## src/rtl/lm32_tlb_maint_pkg.sv

```systemverilog
// Shared encodings for the LM32 TLB maintenance engine: command ops, FSM states
// and the bit positions of the ITLB/DTLB target select.
package lm32_tlb_maint_pkg;

    typedef enum logic [1:0] {
        OP_NOP    = 2'b00,
        OP_FLUSH  = 2'b01,
        OP_INVAL  = 2'b10,
        OP_UPDATE = 2'b11
    } tlb_op_e;

    typedef enum logic [1:0] {
        ST_IDLE  = 2'b00,
        ST_WRITE = 2'b01,
        ST_FLUSH = 2'b10
    } tlb_state_e;

    localparam int         TGT_ITLB = 0;
    localparam int         TGT_DTLB = 1;
    localparam logic [1:0] TGT_NONE = 2'b00;
    localparam logic [1:0] TGT_BOTH = 2'b11;

    // A command completes immediately, with no RAM write, when it names no op or no TLB.
    function automatic logic is_noop(input tlb_op_e op, input logic [1:0] target);
        return (op == OP_NOP) || (target == TGT_NONE);
    endfunction

endpackage

```

## src/rtl/lm32_tlb_maint.sv

```systemverilog
// TLB maintenance engine: serialises FLUSH / INVALIDATE / UPDATE commands into
// write strobes for the ITLB and DTLB RAMs, and flushes both TLBs out of reset.
module lm32_tlb_maint
    import lm32_tlb_maint_pkg::*;
#(
    parameter int tlb_sets  = 1024,
    parameter int page_size = 4096,
    localparam int IW = $clog2(tlb_sets),
    localparam int OW = $clog2(page_size),
    localparam int PW = 32 - OW,
    localparam int TW = PW - IW,
    localparam int WW = 1 + TW + PW
) (
    input  logic          clk_i,
    input  logic          rst_i,
    input  logic          cmd_valid,
    output logic          cmd_ready,
    input  logic [1:0]    cmd_op,
    input  logic [1:0]    cmd_target,
    input  logic [31:0]   cmd_vaddr,
    input  logic [31:0]   cmd_paddr,
    input  logic          kernel_mode,
    output logic          itlb_we,
    output logic          dtlb_we,
    output logic [IW-1:0] tlb_waddr,
    output logic [WW-1:0] tlb_wdata,
    output logic          busy,
    output logic          done,
    output logic          err
);

    tlb_state_e    r_state;
    logic [IW-1:0] r_cnt;
    logic          r_last;
    logic [1:0]    r_tgt;
    logic          r_itlb_we;
    logic          r_dtlb_we;
    logic [IW-1:0] r_waddr;
    logic [WW-1:0] r_wdata;
    logic          r_done;
    logic          r_err;

    tlb_op_e       w_op;
    logic          w_accept;
    logic          w_unused;

    assign w_op      = tlb_op_e'(cmd_op);
    assign w_accept  = cmd_valid && (r_state == ST_IDLE);
    assign w_unused  = ^{cmd_vaddr[OW-1:0], cmd_paddr[OW-1:0]};

    assign cmd_ready = (r_state == ST_IDLE);
    assign busy      = (r_state != ST_IDLE);
    assign itlb_we   = r_itlb_we;
    assign dtlb_we   = r_dtlb_we;
    assign tlb_waddr = r_waddr;
    assign tlb_wdata = r_wdata;
    assign done      = r_done;
    assign err       = r_err;

    always_ff @(posedge clk_i) begin
        if (rst_i) begin
            // Reset always restarts a full flush of both TLBs from the top index.
            r_state   <= ST_FLUSH;
            r_cnt     <= IW'(tlb_sets - 1);
            r_last    <= 1'b0;
            r_tgt     <= TGT_BOTH;
            r_itlb_we <= 1'b0;
            r_dtlb_we <= 1'b0;
            r_waddr   <= '0;
            r_wdata   <= '0;
            r_done    <= 1'b0;
            r_err     <= 1'b0;
        end else begin
            r_done <= 1'b0;
            r_err  <= 1'b0;
            case (r_state)
                ST_IDLE: begin
                    r_itlb_we <= 1'b0;
                    r_dtlb_we <= 1'b0;
                    if (w_accept) begin
                        if (w_op != OP_NOP && !kernel_mode) begin
                            r_done <= 1'b1;
                            r_err  <= 1'b1;
                        end else if (is_noop(w_op, cmd_target)) begin
                            r_done <= 1'b1;
                        end else if (w_op == OP_FLUSH) begin
                            r_state <= ST_FLUSH;
                            r_cnt   <= IW'(tlb_sets - 1);
                            r_last  <= 1'b0;
                            r_tgt   <= cmd_target;
                        end else begin
                            // Single-entry write is launched straight from the accept edge.
                            r_state   <= ST_WRITE;
                            r_itlb_we <= cmd_target[TGT_ITLB];
                            r_dtlb_we <= cmd_target[TGT_DTLB];
                            r_waddr   <= cmd_vaddr[OW+IW-1:OW];
                            r_wdata   <= (w_op == OP_UPDATE) ?
                                         {1'b1, cmd_vaddr[31:OW+IW], cmd_paddr[31:OW]} : '0;
                        end
                    end
                end
                ST_WRITE: begin
                    r_state   <= ST_IDLE;
                    r_itlb_we <= 1'b0;
                    r_dtlb_we <= 1'b0;
                    r_waddr   <= '0;
                    r_wdata   <= '0;
                    r_done    <= 1'b1;
                end
                ST_FLUSH: begin
                    r_wdata <= '0;
                    if (!r_last) begin
                        r_itlb_we <= r_tgt[TGT_ITLB];
                        r_dtlb_we <= r_tgt[TGT_DTLB];
                        r_waddr   <= r_cnt;
                        if (r_cnt == '0) r_last <= 1'b1;
                        else             r_cnt  <= r_cnt - 1'b1;
                    end else begin
                        // Index 0 was written last cycle; finish without wrapping.
                        r_state   <= ST_IDLE;
                        r_itlb_we <= 1'b0;
                        r_dtlb_we <= 1'b0;
                        r_waddr   <= '0;
                        r_done    <= 1'b1;
                    end
                end
                default: begin
                    r_state   <= ST_IDLE;
                    r_itlb_we <= 1'b0;
                    r_dtlb_we <= 1'b0;
                end
            endcase
        end
    end

endmodule
```

## config.mk

```make
export PLATFORM = sky130hd
export DESIGN_NAME = lm32_tlb_maint
export DESIGN_NICKNAME = d
export VERILOG_FILES = /design/src/rtl/lm32_tlb_maint_pkg.sv /design/src/rtl/lm32_tlb_maint.sv
export SDC_FILE = /design/constraint.sdc
export NUM_CORES = 1
export LEC_CHECK = 0
export ABC_AREA = 1
export CORE_ASPECT_RATIO = 1.75
export CORE_MARGIN = 5
export CORE_UTILIZATION = 30
export CTS_BUF_LIST = sky130_fd_sc_hd__clkbuf_2 sky130_fd_sc_hd__clkbuf_4 sky130_fd_sc_hd__clkbuf_8
export DETAILED_ROUTE_END_ITERATION = 8
export SYNTH_ARGS = -nofsm -noshare
export SYNTH_HDL_FRONTEND = slang
export SYNTH_SLANG_ARGS = --single-unit
```

## constraint.sdc

```tcl
create_clock -name clk_i -period 1.72 [get_ports clk_i]
set_input_delay 0.258 -clock clk_i [delete_from_list [all_inputs] [get_ports clk_i]]
set_output_delay 0.258 -clock clk_i [all_outputs]
set_load 0.01 [all_outputs]
```

==> metrics.txt <==
Area Growth Syn to Fin 46.8%; Switch Pwr ~2600 uW; Initial DRC Count 110; final core utilization 44.7%; worst vdd ir between 700 and 800 uV; starting density of the core between 30% and 40%; internal power approximately 3700 uW; later-pin clock latency in the skew report between 0.3 and 0.4 ns; most frequent cells in the layout nand2_1 (118), clkdlybuf4s50_1 (91), nand3_1 (67), dfxtp_1 (59), a21oi_1 (47); family with the most delay on the worst path buffers and inverters; vias in the first global route ~3100; post-route ant nets 0; WS Path Type register to output pin; number of remaining DRC errors 0; crit-path cells inv_1 -> ha_4 -> inv_2 -> dlygate4sd2_1; pin count of the biggest net entering global routing 33; HPWL Detailed roughly 6.7 mm; proportion of layout cells with a drive suffix above 1 between 10 and 15%; Max Buffers Root-to-Sink 2; Slew Viols, Final 0; most common cell after layout, fill and taps aside nand2_1; Clk pwr share about a fifth; Final min period around 1.6 ns; Mapped Cells 421; WP data arrival 1.32 ns; sequential area share after synthesis 40.1%; Max-Cap Viols 0; root buf cell clkbuf_8; min-delay worst type primary input to register; worst hold slack roughly 0.17 ns; Die Y ~140 um; WL final 8.89 mm; Critical Path Stages 4; nature of the critical path endpoint output pin; flops & latches, synth 60; pwr dens approximately 1400 mW/mm^2; first-pass GRT wire length roughly 15 mm; post-CTS setup repair buffer count 0; worst slew pin tran about 0.45 ns; CP required between 1 and 1.5 ns; clk_skew approximately 0.011 ns; CTS tree done; CP Max Fanout 5; via count roughly 3100; # rows 48; Post-Place Worst Slack -0.0668 ns; Initial DRT Pass Iterations 4; worst setup margin approximately 0.14 ns; Slew Limit Headroom between 60% and 70%; Syn. warnings 0; Vias/cell ~4.8; Hold Vio Cnt, Final 0; Layout Nets 602; outcome finished, final reports clean; Final period util 91.6%; Logic pwr share 51.4%; top cells by area, synth dfxtp_1 (40%), nand2_1 (15%), nand3_1 (11%); CTS H-tree lvls 3; Static Leak 0.00174 uW; Reg2Reg Depth 9; CTS buffer count 9; Post-Syn Nets between 400 and 500; clock slew at reported path FFs about 0.070 ns; global route total overflow 0; Cell Area, Synth 0.00300 sq mm; slowest stage cell on the critical path dfxtp_2; sw frac just over 40%; Die X 85.6 um; setup TNS 0 ns; RePlAce Congestion approximately 0.9; cell taking the most area after synthesis dfxtp_1; post-place instance area about 0.0042 sq mm; DR WL/cell 13.6 um; Port Buffers 94; Max Clk Rate approximately 0.63 GHz; Distinct cells, synth 25; Synth top area share 40.1%; filler cell count in the final layout 1026; Synth Area per Inst 7.12 sq um; Core Area between 0.009 and 0.01 sq mm; I/O pin total 119; CP Buf/Inv Count 3; Die Area 0.0122 sq mm; Diodes inserted 0; gr usage total around 15%; clock sinks 60; Worst path max stage delay ~0.36 ns; CP Launch Type register; initial antenna violation count 0; post-route cell area ~0.0044 sq mm; part of the power in registers 29.9%; Setup violations, final 0; WHS Path Cells 2; RSZ-0062 raised after global routing false
[power by group through the flow]
| stage | clock network (uW) | logic [uW] | registers, uW |
|---|---|---|---|
| 2_1_floorplan | 0 | 1890 | 1920 |
| 3_3_place_gp | 0 | 3140 | 1880 |
| 3_5_place_dp | 0 | 3170 | 1890 |
| 4_1_cts | 1200 | 3200 | 1860 |
| 5_1_grt | 1270 | 3590 | 1900 |
| 6_report | 1160 | 3210 | 1860 |
[cells by family after synthesis]
logic type / synth area share (%)
buffers and inverters: 7.43
adder cells (fa/ha/maj): 2.09
AO/OA/AOI/OAI: 9.19
AND/OR/NAND/NOR: 41.2
flip-flops: 40.1
[path summary, 6_finish.rpt]
| kind | start | endpoint | slack (ns) |
|---|---|---|---|
| worst max register to register | r_state[0] | r_cnt[8] | 0.15 |
| worst min-delay path | rst_i | err | 0.17 |
| worst min register to register | tlb_wdata[8] | tlb_wdata[8] | 0.46 |
| worst max-delay path | r_state[0] | busy | 0.14 |
[Yosys cell counts]
master     number
nor3b_1        27
nor2_1         16
nor3_1          5
nor3_2          1
a21oi_1        47
nand3_4         1
o21ai_0         4
inv_2           4
dfxtp_1        60
nand3_1        67
nand3_2         1
buf_2           7
ha_1            5
a2111oi_0       1
nand2_4         2
buf_4           9
nand2_2         4
o21bai_2        1
nand4_1         5
or2_2           1
nand3b_1        2
clkbuf_1       10
nand2_1       118
inv_1          18
nor2_2          5
[state kept, by name (all words and copies together) (netlist names)]
register / count
done: 1
dtlb_we: 1
err: 1
itlb_we: 1
r_cnt: 10
r_last: 1
r_state: 2
r_tgt: 2
tlb_waddr: 10
tlb_wdata: 31
[final cells by class]
type	instances	area, sq um	share of cell area (%)
multi-input combinational	314	1610	36.5
sequential	60	1200	27.3
timing repair buffer	118	1180	26.7
clock buffer	14	168	3.81
tap	125	156	3.55
inverter	22	82.6	1.88
clock inverter	2	10.0	0.227
[worst reg2reg max path, delay by kind of cell (launching register included)]
family,cells,cell delay [ns]
AND/OR/NAND/NOR,5,0.60
flip-flops,1,0.36
buffers and inverters,3,0.30
adder cells (fa/ha/maj),1,0.19
[through the flow]
stage,power (uW),instances
final,6230,655
after global routing,6760,655
after CTS,6260,654
after detailed placement,5050,638
after global placement,5020,638
after floorplan,3810,421
[per-layer routing]
layer | global-route usage [%] | wire length (um) | vias up | part of all wire, %
met5 | 0 | 0 | - | 0
met4 | 6.84 | 182 | 0 | 2.0
met3 | 3.59 | 377 | 16 | 4.2
met2 | 28.0 | 4950 | 75 | 56
met1 | 15.7 | 3380 | 1425 | 38
li1 | - | - | 1609 | -
[timing repair]
action                     4_1_cts  5_1_grt
setup endpoints to repair        2       20
hold buffers                     0        0
gates resized for setup          4        4
pin swaps                        0        2
gates cloned                     0        1
Power figures use the tool's default switching activity.
